[config.mk]
export PLATFORM = sky130hd
export DESIGN_NAME = float_decoder_flat
export DESIGN_NICKNAME = d
export VERILOG_FILES = /design/src/rtl/float_decoder_if.sv /design/src/rtl/float_decoder.sv /design/src/flat_wrapper.sv
export SDC_FILE = /design/constraint.sdc
export NUM_CORES = 1
export LEC_CHECK = 0
export CELL_PAD_IN_SITES_DETAIL_PLACEMENT = 0
export CELL_PAD_IN_SITES_GLOBAL_PLACEMENT = 1
export CORE_MARGIN = 3
export CORE_UTILIZATION = 40
export CTS_BUF_LIST = sky130_fd_sc_hd__clkbuf_4 sky130_fd_sc_hd__clkbuf_8
export CTS_CLUSTER_DIAMETER = 200
export DETAILED_ROUTE_END_ITERATION = 8
export GPL_TIMING_DRIVEN = 0
export PLACE_DENSITY = 0.76
export SLEW_MARGIN = 20
export SYNTH_ARGS = -nofsm -noshare
export SYNTH_HDL_FRONTEND = slang
export SYNTH_SLANG_ARGS = --single-unit
[constraint.sdc]
create_clock -name clk -period 2.8 [get_ports clk]
set_input_delay 0.56 -clock clk [delete_from_list [all_inputs] [get_ports clk]]
set_output_delay 0.56 -clock clk [all_outputs]
set_load 0.1 [all_outputs]
[src/rtl/float_decoder_if.sv]
// Handshake bundle for float_decoder: word-in channel and result-out channel.
// Optional eq_out lane appears only when FLOAT_DECODER_EQ_EN is defined.
interface float_decoder_if;
  logic [31:0] in_data;
  logic        in_balance;
  logic        in_valid;
  logic        in_ready;
  logic [4:0]  integer_out;
  logic [3:0]  tenths_out;
  logic        out_valid;
  logic        out_ready;
  logic        parity_err;
  logic        range_err;
`ifdef FLOAT_DECODER_EQ_EN
  logic        eq_out;
`endif

  modport slave (
    input  in_data, in_balance, in_valid, out_ready,
    output in_ready, integer_out, tenths_out, out_valid, parity_err, range_err
`ifdef FLOAT_DECODER_EQ_EN
    , output eq_out
`endif
  );

  modport master (
    output in_data, in_balance, in_valid, out_ready,
    input  in_ready, integer_out, tenths_out, out_valid, parity_err, range_err
`ifdef FLOAT_DECODER_EQ_EN
    , input eq_out
`endif
  );
endinterface

[src/rtl/float_decoder.sv]
// Decodes a single-precision word into integer part 0..31 plus one truncated tenths digit.
// Optional FLOAT_DECODER_EQ_EN adds eq_out = (integer_out == tenths_out).
//
// state | meaning
// IDLE  | waiting for a word, in_ready high
// INT   | shifting mantissa bits into the integer accumulator, e cycles
// FRAC  | computing the tenths digit from the remaining fraction
// DONE  | result held until out_ready
module float_decoder (
  input  logic           clk,
  input  logic           rst,
  float_decoder_if.slave bus
);
  localparam logic [1:0] S_IDLE = 2'd0;
  localparam logic [1:0] S_INT  = 2'd1;
  localparam logic [1:0] S_FRAC = 2'd2;
  localparam logic [1:0] S_DONE = 2'd3;

  logic [1:0]  state;
  logic [4:0]  acc;
  logic [22:0] m;
  logic [2:0]  cnt;
  logic [4:0]  integer_q;
  logic [3:0]  tenths_q;
  logic        parity_q;
  logic        range_q;

  logic        word_zero;
  logic        parity_calc;
  logic        range_calc;
  logic [2:0]  e_cnt;
  logic [26:0] prod;
  logic [3:0]  tenths_calc;

  assign word_zero   = (bus.in_data == 32'd0);
  assign parity_calc = (~^bus.in_data[30:0]) != bus.in_balance;
  assign range_calc  = !word_zero &&
                       (bus.in_data[31] || (bus.in_data[30:23] < 8'd127) ||
                        (bus.in_data[30:23] > 8'd131));
  // exponent-127 modulo 8; exact whenever the exponent is in 127..131
  assign e_cnt       = bus.in_data[25:23] + 3'd1;
  assign prod        = {4'd0, m} * 27'd10;
  assign tenths_calc = 4'(prod >> 23);

  always_ff @(posedge clk) begin
    if (rst) begin
      state     <= S_IDLE;
      acc       <= '0;
      m         <= '0;
      cnt       <= '0;
      integer_q <= '0;
      tenths_q  <= '0;
      parity_q  <= 1'b0;
      range_q   <= 1'b0;
    end else begin
      case (state)
        S_IDLE: begin
          if (bus.in_valid) begin
            parity_q  <= parity_calc;
            range_q   <= range_calc;
            integer_q <= '0;
            tenths_q  <= '0;
            acc       <= 5'd1;
            m         <= bus.in_data[22:0];
            cnt       <= e_cnt;
            if (parity_calc || range_calc || word_zero)
              state <= S_DONE;
            else if (e_cnt != 3'd0)
              state <= S_INT;
            else
              state <= S_FRAC;
          end
        end
        S_INT: begin
          acc <= {acc[3:0], m[22]};
          m   <= {m[21:0], 1'b0};
          cnt <= cnt - 3'd1;
          if (cnt == 3'd1)
            state <= S_FRAC;
        end
        S_FRAC: begin
          integer_q <= acc;
          tenths_q  <= tenths_calc;
          state     <= S_DONE;
        end
        S_DONE: begin
          if (bus.out_ready)
            state <= S_IDLE;
        end
        default: state <= S_IDLE;
      endcase
    end
  end

`ifdef FLOAT_DECODER_EQ_EN
  logic eq_q;

  // zero and error results decode as 0.0, so they compare equal
  always_ff @(posedge clk) begin
    if (rst)
      eq_q <= 1'b0;
    else if (state == S_IDLE && bus.in_valid)
      eq_q <= 1'b1;
    else if (state == S_FRAC)
      eq_q <= (acc == {1'b0, tenths_calc});
  end

  assign bus.eq_out = eq_q;
`endif

  assign bus.in_ready    = (state == S_IDLE);
  assign bus.out_valid   = (state == S_DONE);
  assign bus.integer_out = integer_q;
  assign bus.tenths_out  = tenths_q;
  assign bus.parity_err  = parity_q;
  assign bus.range_err   = range_q;
endmodule

[src/flat_wrapper.sv]
// flat-port wrapper written by rule: the top's interface ports become plain ports
module float_decoder_flat 
  (clk, rst, bus_in_data, bus_in_balance, bus_in_valid, bus_out_ready, bus_in_ready, bus_integer_out, bus_tenths_out, bus_out_valid, bus_parity_err, bus_range_err);
  float_decoder_if bus_i ();
  input  logic clk;
  input  logic rst;
  input wire logic [$bits(bus_i.in_data)-1:0] bus_in_data;
  input wire logic [$bits(bus_i.in_balance)-1:0] bus_in_balance;
  input wire logic [$bits(bus_i.in_valid)-1:0] bus_in_valid;
  input wire logic [$bits(bus_i.out_ready)-1:0] bus_out_ready;
  output wire logic [$bits(bus_i.in_ready)-1:0] bus_in_ready;
  output wire logic [$bits(bus_i.integer_out)-1:0] bus_integer_out;
  output wire logic [$bits(bus_i.tenths_out)-1:0] bus_tenths_out;
  output wire logic [$bits(bus_i.out_valid)-1:0] bus_out_valid;
  output wire logic [$bits(bus_i.parity_err)-1:0] bus_parity_err;
  output wire logic [$bits(bus_i.range_err)-1:0] bus_range_err;
  assign bus_i.in_data = bus_in_data;
  assign bus_i.in_balance = bus_in_balance;
  assign bus_i.in_valid = bus_in_valid;
  assign bus_i.out_ready = bus_out_ready;
  assign bus_in_ready = bus_i.in_ready;
  assign bus_integer_out = bus_i.integer_out;
  assign bus_tenths_out = bus_i.tenths_out;
  assign bus_out_valid = bus_i.out_valid;
  assign bus_parity_err = bus_i.parity_err;
  assign bus_range_err = bus_i.range_err;
  float_decoder u_core (.clk(clk), .rst(rst), .bus(bus_i));
endmodule
==> run metrics <==
outcome=finished clean; Starting Density=0.423; worst hold start=u_core.bus.range_err; fill cell count=791; Post-Syn Nets=a little under 500; RR Endpoint=u_core.bus.tenths_out[0]; commonest non-fill, non-tap cell in the layout=ha_1; number of setup buffers added after CTS=0; Finish-stage setup viols=0; initial antenna violation count=0; Core Footprint=0.00793 sq mm; die width=97.5 microns; Pwr Density=~920 mW/mm^2; Max Buffers Root-to-Sink=2; Multi-input gate area=around 0.0023 sq mm; crit share post-route=0.944; Synth top area share=0.263; DRT Wirelength=just over 8000 microns; minimum clock period after layout=2.64 ns; worst min path class=register to register; cell count after synthesis=393; wire length per cell=approximately 15 microns; first-pass GRT wire length=approximately 14000 microns; antenna cell count=0; #FFs+latches synth=44; number of port buffers=48; CTS Buf Count=5; reg2reg start=u_core.m[4]; largest net degree at the start of global routing=16; Place WS=-0.130 ns; Total GRT Usage=0.175; hold slack=approximately 0.45 ns; FMAX=378 MHz; hold path depth=2; WP data required=around 2.2 ns; Seq/Total Area, Yosys=0.263; VDD IR max=a little over 600 uV; H-tree depth=2; Setup TNS=0 ns; DIE AREA=0.00951 sq mm; initial drt markers=approximately 120; Worst Hold End=u_core.bus.range_err; path depth of the worst reg2reg path=8; Vias=2900; CTS tree=built; Slew @ Worst Pin=0.982 ns; total grt overflow=0; most frequent cells in the layout=ha_1, clkdlybuf4s50_1, nor2_1; Post-synth EDFFs=0; CTS Hold Bufs=0; I/O pins=50; crit-path max FO=4; Worst-path clk slew=roughly 0.09 ns; critical path type=register to output port; synth top area cells=dfxtp_1, ha_1, mux2i_1, a211oi_1, nor2_1; vias in the first global route=2865; Clock Latency Late Sink=0.32 ns; post-route ant nets=0; DRC Markers=0; R2R Setup Slk=0.26 ns; Rows=32; Sink Count=44; most common flop cell mapped by yosys=dfxtp_1; Yosys top cell by area=dfxtp_1; Crit. Startpoint=u_core.state[0]; max-cap viol count=0; post-CTS sizing=0; Layout Skew=0.0116 ns; syn avg cell area=8.53 sq um; Slew Viols, Final=0; crit start category=register; placed instance count=around 540; Area Growth Syn to Fin=21.6%; dpl hpwl=6670 microns; final hold vios=0; RD Place Congestion=0.800; Worst Path Arrival=2.08 ns; FFs w/ async S/R, synth=0; P_leak=0.00184 uW; Pre-antenna DRT Iters=4; layout cells sized above 1=0.0356; non-filler cells in the finished layout=between 500 and 600; RSZ-0062 raised after global routing=false; Via density=5.26; die extent in y=97.5 microns; FF/Latch Area=about 900 sq um; Net count, final=548; worst rel slew slack=0.343; Root Driver=clkbuf_8; Synth Cell Area=0.00335 sq mm; Yosys Warn Count=0; Netlist cell types=45; Final WS setup=0.156 ns; crit path capture type=output port
## stage by stage
step / instance area [sq um] / power, uW / util
2_1_floorplan: 3350 / 2690 / -
3_3_place_gp: 3960 / 3210 / 0.500
3_5_place_dp: 3960 / 3230 / 0.500
4_1_cts: 4080 / 3780 / 0.514
5_1_grt: 4080 / 4120 / 0.514
6_report: 4080 / 3770 / 0.514
## sequential cells by signal, summed over array words and instances (netlist names)
| name | flops |
|---|---|
| u_core.bus.parity_err | 1 |
| u_core.cnt | 3 |
| u_core.acc | 5 |
| u_core.bus.tenths_out | 4 |
| u_core.bus.range_err | 1 |
| u_core.state | 2 |
| u_core.bus.integer_out | 5 |
| u_core.m | 23 |
## cells by family after synthesis
logic type,synth area share
XOR/XNOR,0.0504
multiplexers,0.0717
AND/OR/NAND/NOR,0.140
adder cells (fa/ha/maj),0.235
AO/OA/AOI/OAI,0.174
buffers and inverters,0.0657
flip-flops,0.263
## final cells by class
type	count	share of cell area
multi-input cells	291	0.552
flip-flops and latches	44	0.216
repair buffers	48	0.118
inverters	43	0.0396
well taps	102	0.0313
clock buffers	5	0.0169
plain buffers	15	0.0144
clock inverters	3	0.0117
## critical path, cell delays in order (launching register included)
cell and delay [ns]:
dfxtp_1 0.35, inv_1 0.09, ha_1 0.19, clkdlybuf4s50_1 1.14
## cells in the mapped netlist (2+ instances only)
master	n
nor3_1	8
nor3b_1	2
o21a_1	2
o31ai_1	2
nand2_1	23
a22oi_1	11
a21o_1	3
nor2_1	47
a21oi_1	14
a211oi_1	24
o32ai_1	2
a311oi_1	2
a31oi_1	2
nand3_1	4
o211ai_1	2
mux2i_1	24
nand2b_1	4
or2_2	2
dfxtp_1	44
ha_1	63
a221oi_1	2
xnor2_2	2
o21ai_1	2
nand4_1	10
clkbuf_1	12
nor4_1	2
xor2_1	2
xnor2_1	11
inv_1	43
o21ai_0	6
buf_2	2
## how the worst max path moves through the flow
stage	end	slack (ns)
after floorplan	u_core.m[10]	0.35
final	bus_in_ready	0.16
after detailed placement	u_core.state[0]	-0.13
after global routing	u_core.state[0]	0.06
after global placement	u_core.state[0]	-0.14
after CTS	bus_in_ready	0.14
## power by group
group	internal (uW)	switching, uW	total, uW
clock network	269	259	528
logic	854	1340	2190
registers	828	221	1050
total	1950	1810	3770
## metal layers
metal | vias to the layer above | wire (microns) | GRT usage
met5 | - | 0 | 0
li1 | 1526 | - | -
met2 | 44 | 3620 | 0.278
met3 | 8 | 262 | 0.0273
met4 | 0 | 80 | 0.0351
met1 | 1322 | 4290 | 0.251
No activity file was read; power rests on OpenSTA's default activity.
